===== config.mk =====
export PLATFORM = sky130hd
export DESIGN_NAME = dispatch_stage
export DESIGN_NICKNAME = d
export VERILOG_FILES = /design/src/rtl/dispatch_stage.sv
export SDC_FILE = /design/constraint.sdc
export NUM_CORES = 1
export LEC_CHECK = 0
export CAP_MARGIN = 30
export CORE_ASPECT_RATIO = 2
export CORE_MARGIN = 5
export CORE_UTILIZATION = 30
export CTS_CLUSTER_DIAMETER = 120
export DETAILED_ROUTE_END_ITERATION = 12
export SLEW_MARGIN = 10
export SYNTH_ARGS = -nofsm -noshare
export SYNTH_HDL_FRONTEND = slang
export SYNTH_SLANG_ARGS = --single-unit
export TNS_END_PERCENT = 20

===== constraint.sdc =====
create_clock -name clk -period 7.8 [get_ports clk]
set_clock_uncertainty 0.05 [all_clocks]
set_input_delay 0.78 -clock clk [delete_from_list [all_inputs] [get_ports clk]]
set_output_delay 0.78 -clock clk [all_outputs]
set_load 0.1 [all_outputs]

===== src/rtl/dispatch_stage.sv =====
// rtl/dispatch_stage.sv - two-wide dispatch: ROB allocation, source-ready tagging, preg ready scoreboard
// Optional DISPATCH_BYPASS_EN: same-cycle completions also mark sources ready.
// rsEntry (38b): {valid[37], robNum[36:33], src1rdy[32], src2rdy[31], fu[30:28],
//   instruction[27:0] = {RegWrite[27], ALUSrc[26], rd[25:20], rs2[19:14], rs1[13:8], op[7:0]}}
module dispatch_stage #(
    parameter int ROB_DEPTH  = 16,
    parameter int PREG_COUNT = 64
) (
    input  logic                  clk,
    input  logic                  reset,
    input  logic                  in_valid_a,
    input  logic                  in_valid_b,
    input  logic [37:0]           in_entry_a,
    input  logic [37:0]           in_entry_b,
    output logic                  in_ready,
    input  logic [1:0]            retire_cnt,
    input  logic [1:0]            complete_valid,
    input  logic [5:0]            complete_preg0,
    input  logic [5:0]            complete_preg1,
    input  logic                  flush,
    output logic [37:0]           rsLine_a,
    output logic [37:0]           rsLine_b,
    output logic [PREG_COUNT-1:0] phy_reg_rdy,
    output logic [4:0]            rob_count
);

    logic [3:0]            head;
    logic [3:0]            tail;
    logic                  acc_a, acc_b;
    logic [1:0]            n_acc;
    logic [3:0]            slot_b;
    logic [4:0]            count_sum;
    logic [4:0]            count_next;
    logic [PREG_COUNT-1:0] byp_mask;
    logic [PREG_COUNT-1:0] sb_next;
    logic [37:0]           line_a_next, line_b_next;
    logic                  wr_a, wr_b, haz;

    assign in_ready = (rob_count <= 5'(ROB_DEPTH - 2));
    assign acc_a    = in_valid_a && in_ready && !flush;
    assign acc_b    = in_valid_b && in_ready && !flush;
    assign n_acc    = {1'b0, acc_a} + {1'b0, acc_b};
    assign slot_b   = acc_a ? tail + 4'd1 : tail;

    assign wr_a = acc_a && in_entry_a[27] && (in_entry_a[25:20] != 6'd0);
    assign wr_b = acc_b && in_entry_b[27] && (in_entry_b[25:20] != 6'd0);
    assign haz  = wr_a;

`ifdef DISPATCH_BYPASS_EN
    always_comb begin
        byp_mask = '0;
        if (complete_valid[0]) byp_mask[complete_preg0] = 1'b1;
        if (complete_valid[1]) byp_mask[complete_preg1] = 1'b1;
    end
`else
    assign byp_mask = '0;
`endif

    always_comb begin
        line_a_next       = in_entry_a;
        line_a_next[37]   = acc_a;
        line_a_next[36:33] = tail;
        line_a_next[32]   = phy_reg_rdy[in_entry_a[13:8]] | byp_mask[in_entry_a[13:8]];
        line_a_next[31]   = in_entry_a[26] | phy_reg_rdy[in_entry_a[19:14]]
                            | byp_mask[in_entry_a[19:14]];

        // Older slot's destination is not yet produced, so a dependent b must wait.
        line_b_next       = in_entry_b;
        line_b_next[37]   = acc_b;
        line_b_next[36:33] = slot_b;
        line_b_next[32]   = (phy_reg_rdy[in_entry_b[13:8]] | byp_mask[in_entry_b[13:8]])
                            & ~(haz && (in_entry_b[13:8] == in_entry_a[25:20]));
        line_b_next[31]   = in_entry_b[26]
                            | ((phy_reg_rdy[in_entry_b[19:14]] | byp_mask[in_entry_b[19:14]])
                               & ~(haz && (in_entry_b[19:14] == in_entry_a[25:20])));
    end

    // Completions set first so that a same-cycle dispatch clear takes priority.
    always_comb begin
        sb_next = phy_reg_rdy;
        if (complete_valid[0]) sb_next[complete_preg0] = 1'b1;
        if (complete_valid[1]) sb_next[complete_preg1] = 1'b1;
        if (wr_a) sb_next[in_entry_a[25:20]] = 1'b0;
        if (wr_b) sb_next[in_entry_b[25:20]] = 1'b0;
        sb_next[0] = 1'b1;
    end

    always_comb begin
        count_sum = rob_count + {3'b000, n_acc};
        if ({3'b000, retire_cnt} > count_sum) count_next = 5'd0;
        else                                  count_next = count_sum - {3'b000, retire_cnt};
    end

    always_ff @(posedge clk or posedge reset) begin
        if (reset) begin
            rsLine_a    <= '0;
            rsLine_b    <= '0;
            phy_reg_rdy <= '1;
            rob_count   <= 5'd0;
            head        <= 4'd0;
            tail        <= 4'd0;
        end else if (flush) begin
            rsLine_a    <= '0;
            rsLine_b    <= '0;
            phy_reg_rdy <= '1;
            rob_count   <= 5'd0;
            head        <= 4'd0;
            tail        <= 4'd0;
        end else begin
            rsLine_a    <= line_a_next;
            rsLine_b    <= line_b_next;
            phy_reg_rdy <= sb_next;
            rob_count   <= count_next;
            head        <= head + {2'b00, retire_cnt};
            tail        <= tail + {2'b00, n_acc};
        end
    end

endmodule

-- Yosys cells after proc, flatten, opt, wreduce, memory -nomap -nowiden
Memories as Yosys holds them, arrays and structs flattened.
Cells that the tools add are included.
- register bits after elaboration: 149
- memory bits (read-only): 256
- input bits: 97
- output and inout port bits: 146
- word-level logic and storage cells: 94
- memories: 4
- memory list (name ; depth ; bits a word ; rd ports ; clocked after Yosys merged registers in ; write ports ; line ; RTL):
    (name not given) ; 64 ; 1 ; 1 ; 0 ; 0 ; 74 ; | ((phy_reg_rdy[in_entry_b[19:14]] | byp_mask[in_entry_b[19:14]])
    (name not given) ; 64 ; 1 ; 1 ; 0 ; 0 ; 71 ; line_b_next[32] = (phy_reg_rdy[in_entry_b[13:8]] | byp_mask[in_entry_b[13:8]])
    (name not given) ; 64 ; 1 ; 1 ; 0 ; 0 ; 65 ; | byp_mask[in_entry_a[19:14]];
    (name not given) ; 64 ; 1 ; 1 ; 0 ; 0 ; 63 ; line_a_next[32] = phy_reg_rdy[in_entry_a[13:8]] | byp_mask[in_entry_a[13:8]];
- add/subtract/negate cells: 5
- order comparisons: 14
- eq/ne operators: 2
- mux-type cells: 31
- bitwise operators: 16
- reductions and logical operators: 17
- operators by type and width (cell ; number):
    64-bit 2-to-1 mux ; 5
    64-bit bitwise AND ; 2
    64-bit inverter ; 2
    64-bit bitwise OR ; 2
    38-bit 2-to-1 mux ; 2
    6-bit by 7-bit less-than comparator with 1-bit output (second input constant) ; 8
    1-bit binary-select mux with 6-bit select ; 4
    1-bit demux with 6-bit select ; 4
    6-bit by 1-bit >= comparator with 1-bit output (second input constant) ; 4
    1-bit logical AND ; 14
    6-bit equality test ; 2
    1-bit 2-to-1 mux ; 12
    6-bit nonzero test ; 2
    5-bit 2-to-1 mux ; 2
    4-bit 2-to-1 mux ; 2
    1-bit bitwise OR ; 6
    5-bit by 2-bit adder with 5-bit output ; 1
    2-bit by 5-bit greater-than comparator with 1-bit output ; 1
    5-bit by 4-bit less-or-equal comparator with 1-bit output (second input constant) ; 1
    5-bit by 2-bit subtractor with 5-bit output ; 1
    4-bit by 1-bit adder with 4-bit output (second input constant) ; 1
    4-bit by 2-bit adder with 4-bit output ; 1
    1-bit by 1-bit adder with 2-bit output ; 1
    1-bit bitwise AND ; 2
    other kinds (2) ; 3

-- Depth between registers and ports, before layout
- word-level depth: 13
- depth in mapped cells: 13
- mapped depth without buffers: 13

-- Worst setup path before layout
Ideal clock, no wire load.
- path kind: register to register
- start point: reg rob_count[1]
- end point: reg rob_count[4]
- library setup time: 0.119 ns
- arrival: 3.828 ns
- required time: 7.631 ns
- path slack: 3.803 ns
- cell stages (with the launch flop): 12
- clock period less this slack: 3.997 ns
- cell sequence: dfrtp_1 -> a41o_1 -> inv_2 -> nand2_1 -> nor2_1 -> ha_1 -> ha_1 -> fa_1 -> fa_1 -> nor4_1 -> xor2_1 -> nor2_1
- longest elaborated chain between the ends: 8
- ends and longest elaborated chain (item ; line ; RTL):
    from (decl) ; 24 ; output logic [4:0] rob_count
    from (signal assigned) ; 113 ; rob_count <= count_next;
    5-bit by 4-bit less-or-equal comparator with 1-bit output * ; 39 ; assign in_ready = (rob_count <= 5'(ROB_DEPTH - 2));
    named net in_ready ; 15 ; output logic in_ready,
    1-bit logical AND, on equally long branches (2 in series) ; 40, 41 ;
    1-bit by 1-bit adder with 2-bit output * ; 42 ; assign n_acc = {1'b0, acc_a} + {1'b0, acc_b};
    5-bit by 2-bit adder with 5-bit output * ; 89 ; count_sum = rob_count + {3'b000, n_acc};
    5-bit by 2-bit subtractor with 5-bit output or 2-bit by 5-bit greater-than comparator with 1-bit output (tied branches) ; 91, 90 ;
    5-bit 2-to-1 mux * ; 90 ; if ({3'b000, retire_cnt} > count_sum) count_next = 5'd0;
    5-bit 2-to-1 mux * ; 102 ; end else if (flush) begin
The timed path passes the listed nets; every way through them passes the cells marked *.

-- Worst setup path after layout
- start point: reg rob_count[1]
- end point: reg rob_count[4]
- longest elaborated chain between the ends: 8
- ends and longest elaborated chain (item ; line):
    5-bit by 4-bit less-or-equal comparator with 1-bit output ; 39
    1-bit logical AND, on equally long branches (2 in series) ; 40, 41
    1-bit by 1-bit adder with 2-bit output ; 42
    5-bit by 2-bit adder with 5-bit output * ; 89
    5-bit by 2-bit subtractor with 5-bit output or 2-bit by 5-bit greater-than comparator with 1-bit output (tied branches) ; 91, 90
    5-bit 2-to-1 mux * ; 90
    5-bit 2-to-1 mux * ; 102
Every way passes the cells marked *; elsewhere a longest branch is shown, timed or not.

==> out/metrics.cfg <==
[status]
status = finished clean

[timing]
final-setup-viol-count = 0
fin_crit_sh_pct = 43.9
max_slew_margin_pct = 29.7
finalSetupTns_ps = 0
slew_violations = 0
fmax_ghz = 0.292
grt_setup_unrepaired = false
finalHoldViolCount = 0
hold_ws_ps = 533
fin_crit_ps = 3420
worstMarginPinSlew_ps = 1050

[global_route]
grt_pass1_vias = 9097
antenna_found_initial = 1
grt_use_met2_pct = 39.5
grt_max_degree = 95
grt_util_met3_pct = 3.91
use_met1_pct = 22.8
grt_first_pass_wirelength_um = 57900
grt_use_total_pct = 22.1
grt-ovfl-total = 0
busiest_layer = met2

[worst_setup_path]
rrSetupSlack_ps = 4380
crit_arrival_ps = 3710
worst_r2r_path_depth = 11
cp_top_family = adder cells
timing.rr.start = rob_count[1]
critical-path-max-stage-delay_ps = 490
required_ps = 8090
cpMaxStageDelayCell = fa_1
critPathLaunchType = register
path_buf_inv = 1
r2r_end = rob_count[4]
cp_max_fo = 7
worst-setup-path-type = reg2reg
end_kind = register
crit_chain = a41o_1 > inv_2 > nand2_1 > nor2_1 > ha_1 > ha_1 > fa_1 > fa_1 > nor4_1 > xor2_1 > nor2_1

[layout]
drive_gt1_share_pct = 19.8
nNetsFinal = 1203
syn2layout_area_growth_pct = 37.2
final_util_pct = 41.5

[die]
die_w_um = 136
initial_utilization_pct = 30.3
core_area_um2 = 31500
row_count = 92
die-height_um = 262
pin_count = 243
fp.dieArea_um2 = 35700

[logic_synthesis]
synthCells = 894
syn_nets = 1002
synthAdderAreaFrac_pct = 1.68
synth_mux_area_share_pct = 18.0
synth-xor-area-share_pct = 1.93
syn-mean-instance-area_um2 = 10.7
synthArstFlopShare_pct = 100
yosysMostFrequentCell = dfrtp_1
synth-seq-cells = 148
synth-compound-area-share_pct = 16.5
ys_warn_count = 0
synth_edf_count = 0
yosysTopAreaCell = dfrtp_1
synth_ff_type = dfrtp_1
synth_top_area_share_pct = 22.3
synth.top_cells.by_area = dfrtp_1, dfstp_2, mux4_2
synthTopCellsByCount = dfrtp_1, nand2_1, nor2b_1
synthesis.area_um2 = 9540
yosys.area_share.simple_pct = 18.3
synth_top_family_by_area = simple AND/OR/NAND/NOR gates
ys_seq_area_share_pct = 39.6
yosys.cell_types.count = 70

[clocking]
cts_buffers = 17
insertion_delay_ps = 450
post_cts_buffers = 0
cts_tree = yes
cts-root-buf = clkbuf_16
cts-htree-levels = 4
hold_buffers = 0
post_cts_resized = 0
cts_buffer_depth = 2
clkTransAtPathRegs_ps = 60
cts_sinks = 148

[power_and_ir_drop]
p_per_area_nw_per_um2 = 185
ir_drop_mv = 0.154
power_leakage_uw = 0.00470
finalPower_uw = 2420

[routing]
ant_nets = 0
drtIter0Drc = 895
wirelength_um = 39700
route.detailed.drc = 0
via_count = 8734
via_per_inst = 5.70
first_pass_iters = 6
post_drt_wl_per_cell_um = 25.9

[min_path]
hp-class = reg2reg
worstHoldPathCells = 2
hold_end = phy_reg_rdy[10]
worstHoldStart = phy_reg_rdy[10]

[flow_run]
drv_cap = 0

[place]
gp_congestion = 0.985
numPortBuffers = 227
dpl.hpwl_um = 29900

## worst register-to-register path: cells and delay by family, from the launching register on
family,cells,cell delay (ps)
adders and majority gates,4,1410
DFF,1,460
xor gates and xnor gates,1,200
and+or+nand+nor,4,730
AOI/OAI and AO/OA,1,320
buffers and inverters,1,150
## metal layers
layer	routed length (um)	vias up	part of all wire [%]
met1	13000	4292	33
met5	0	-	0
met4	3100	0	7.8
li1	-	3758	-
met3	2550	181	6.4
met2	21100	503	53
## power by group
part	leakage (uW)	internal, uW	total, uW	switching, uW
sequential	0.00177	810	843	32.6
combinational	0.00265	213	734	521
clock	0.000283	490	840	349
## state kept, by name, indices dropped and copies added (netlist names)
signal and flops:
tail 4, rob_count 5, rsLine_a 38, phy_reg_rdy 63, rsLine_b 38
## final cells by class
type / instances / area, um^2
Inverter: 12 / 50.0
Fill cell: 3132 / 18500
Timing Repair Buffer: 258 / 2730
Clock buffer: 19 / 453
Antenna cell: 1 / 2.50
Multi-Input combinational cell: 658 / 5390
Sequential cell: 148 / 3780
Tap cell: 423 / 529
Clock inverter: 13 / 148
## cells by family after synthesis
kind of cell / Yosys count
flops: 148
other cells: 1
fa+ha+maj: 11
mux: 89
compound gates: 213
xor+xnor: 21
simple gates: 323
buf+inv: 88
## stage by stage
step           cells  cell area [um^2]  setup slack, ps
2_1_floorplan    894              9540             3090
3_3_place_gp    1482             12100             3820
3_5_place_dp    1495             12400             3910
4_1_cts         1527             13000             4340
5_1_grt         1532             13100             4180
6_report        1532             13100             4380
## layout by cell type (no fill, tap or decap), types with 13 or more instances in the layout
master / count
a21o_1: 47
a21oi_1: 13
a2bb2oi_1: 16
buf_4: 17
clkbuf_16: 17
clkdlybuf4s50_1: 226
dfrtp_1: 85
dfstp_2: 63
mux2i_1: 18
mux4_2: 60
nand2_1: 75
nand3_1: 15
nor2_1: 63
nor2b_1: 74
nor3_1: 16
o22a_1: 24
o22ai_1: 62
xor2_1: 15
## worst max path at each step
stage | startpoint | end | slack, ps | cells past startpoint
6_report | rob_count[1] | rob_count[4] | 4380 | 11
5_1_grt | rob_count[1] | rob_count[4] | 4180 | 11
4_1_cts | rob_count[1] | rob_count[4] | 4340 | 11
3_5_place_dp | flush | rob_count[4] | 3910 | 9
3_3_place_gp | in_entry_b[23] | phy_reg_rdy[6] | 3820 | 6
2_1_floorplan | reset | rob_count[0] | 3090 | 1
Note: power is estimated with default switching activity, not from simulation.
==> RTL edit (same flow settings) <==
The option `DISPATCH_BYPASS_EN` is turned on by a define.
--- a/src/rtl/dispatch_stage.sv
+++ b/src/rtl/dispatch_stage.sv
@@ -2,6 +2,8 @@
 // Optional DISPATCH_BYPASS_EN: same-cycle completions also mark sources ready.
 // rsEntry (38b): {valid[37], robNum[36:33], src1rdy[32], src2rdy[31], fu[30:28],
 //   instruction[27:0] = {RegWrite[27], ALUSrc[26], rd[25:20], rs2[19:14], rs1[13:8], op[7:0]}}
+`define DISPATCH_BYPASS_EN
+
 module dispatch_stage #(
     parameter int ROB_DEPTH  = 16,
     parameter int PREG_COUNT = 64
Check against the original RTL: not equivalent (Yosys sat finds a counterexample within 4 cycles, from zero or initial values and one cycle with reset high).
==> RTL edit against the unedited design <==
- global-route usage grew 5.2 points
- largest cell class unchanged
- sequential share of layout area shrank 3.7 points
- synthesized area grew 23%
- first-iteration DRC count grew 92%
- worst setup slack lost 0.74 ns
- critical path type is now primary input to register
- maximum frequency shrank 18%
- critical path depth shrank 3
- total power grew 6.9%
- sequential cell count is the same
- routed wire length grew 52%
- count of clock-buffer cells in the layout grew 2
- via count grew 39%
- cell area grew 15%
- die area grew 22%
==> RTL edit: results (changes against the unedited design) <==
number of global-route vias before repair - 12100 (+33%)
R2R Setup Slk - 3.90 ns (-0.48 ns)
most frequent cells after synthesis - nor2_1, nand2_1, dfrtp_1
fill count - 3863 (+23%)
worst reg2reg path endpoint - rob_count[3]$_DFF_PP0_
status - complete, no violations
max incr delay on CP - 0.90 ns (+0.41 ns)
Hold EP - rsLine_a[36]$_DFF_PP0_
nets@finish - 1444 (+20%)
Post-synth EDFFs - 0 (unchanged)
layout cells sized above 1 - 19.6% (-0.20 points)
DP HPWL - 45.3 mm (+51%)
Adder-Cell Fraction of Synth Area - 1.37% (-0.31 points)
CTS root buffer - clkbuf_16
Synth Area in Compound Gates - 20.7% (+4.2 points)
top flop regs - phy_reg_rdy x63, rsLine_a x38, rsLine_b x38
Distinct cells, synth - 89 (+27%)
Hold Crit Start - tail[3]$_DFF_PP0_
DRT Pass-1 Iters - 7 (+1)
Clock Latency Late Sink - 0.45 ns (about the same)
XOR/XNOR Fraction of Synth Area - 1.72% (-0.21 points)
post-synth top area share - 18.1% (-4.2 points)
Worst-path clk slew - 0.06 ns (about the same)
delay-heaviest family, CP - compound AO/OA/AOI/OAI gates
Worst Hold Class - register to register
Placer Congestion - 1.01 (+2.7%)
global-route wire length before repair - 85.6 mm (+48%)
largest cells by area after synthesis - dfrtp_1, mux4_2, dfstp_2
CTS buffer count - 17 (unchanged)
Clock Tree Buf Depth - 2 (unchanged)
multiplexer area fraction after synthesis - 17.4% (-0.57 points)
Synth async-reset ratio - 100% (unchanged)
drt total wl - 60.5 mm (+52%)
sequential area share after synthesis - 32.2% (-7.4 points)
worst vdd ir - 0.000111 V (-28%)
slew of the pin with the lowest slew margin - 1.14 ns (+0.0888 ns)
largest net degree at the start of global routing - 71 (-25%)
initial antenna violation count - 0 (-1)
Slowest cell on crit path - clkdlybuf4s50_1
CP Max Fanout - 16 (+9)
Detail Route Antenna Nets - 0 (unchanged)
Avg Vias per Cell - 6.51 (+14%)
DRT iter0 DRCs - 1714 (+92%)
Worst EP arrival - 4.43 ns (+0.72 ns)
Synth warnings - 0 (unchanged)
GRT Util Overall - 27.3% (+5.2 points)
Hold Path Depth - 1 (-1)
post-CTS sizing - 0 (unchanged)
worst slack, placed - 3.37 ns (-0.540 ns)
r2r worst-path depth - 11 (unchanged)
Static Leak - 5.24 nW (+12%)
Post-CTS Setup Bufs - 0 (unchanged)
Post-Syn Nets - 1283 (+28%)
RTL edit: worst register-to-register path: stages, from the launching register on:
cell,delay (ns)
dfrtp_1,0.44
a41oi_1,0.66
nand2_1,0.35
nor2_1,0.17
ha_1,0.28
ha_1,0.22
fa_1,0.55
ha_1,0.25
a211oi_1,0.41
nand3_1,0.13
nand2_1,0.20
nor2_1,0.08
RTL edit: metrics by stage:
step	hold slack (ns)	cells	instance area (um^2)	power [mW]
6_report	0.518	1870	15000	2.58
5_1_grt	0.561	1869	15000	2.67
4_1_cts	0.526	1862	15000	2.59
3_5_place_dp	0.510	1830	14300	1.69
3_3_place_gp	0.497	1829	14300	1.68
2_1_floorplan	0.475	1175	11700	1.43
RTL edit: worst max-delay path by stage:
stage | start | endpoint | slack, ns
after floorplan | rob_count[0]$_DFF_PP0_ | rob_count[2]$_DFF_PP0_ | 2.43
after CTS | rob_count[1]$_DFF_PP0_ | rob_count[1]$_DFF_PP0_ | 3.79
after global placement | complete_preg0[0] | rsLine_b[31]$_DFF_PP0_ | 3.43
after detailed placement | complete_preg0[0] | rsLine_b[31]$_DFF_PP0_ | 3.37
after global routing | rob_count[1]$_DFF_PP0_ | rob_count[1]$_DFF_PP0_ | 3.51
final | complete_preg0[2] | rsLine_b[31]$_DFF_PP0_ | 3.64
RTL edit: metal layers:
layer	global-route usage [%]	vias to the layer above	wire length (um)
met1	28.2	5987	19200
met5	0	-	0
met2	48.1	958	30900
li1	-	4912	-
met3	5.10	316	4780
met4	21.3	0	5680
RTL edit: cells by family (layout without fill, tap and decap cells):
family / count (synthesis) / after routing
buffers and inverters: 144 / 318
and+or+nand+nor: 429 / 429
DFF: 148 / 148
AOI/OAI and AO/OA: 318 / 318
adders and majority gates: 11 / 11
muxes: 101 / 101
xor gates and xnor gates: 23 / 23
other: 1 / 2
RTL edit: layout make-up:
class | instances | share of cell area, %
flip-flops and latches | 148 | 25.2
multi-input cells | 883 | 48.8
repair buffers | 258 | 16.9
clock buffers | 21 | 3.13
diodes | 1 | 0.0167
inverters | 28 | 0.733
clock inverters | 11 | 0.991
well taps | 520 | 4.33
RTL edit: power breakdown:
| part | internal, mW | leakage (nW) | switching [mW] | total (mW) |
|---|---|---|---|---|
| sequential | 0.810 | 1.77 | 0.0305 | 0.841 |
| clock | 0.530 | 0.296 | 0.366 | 0.896 |
| combinational | 0.234 | 3.18 | 0.611 | 0.845 |
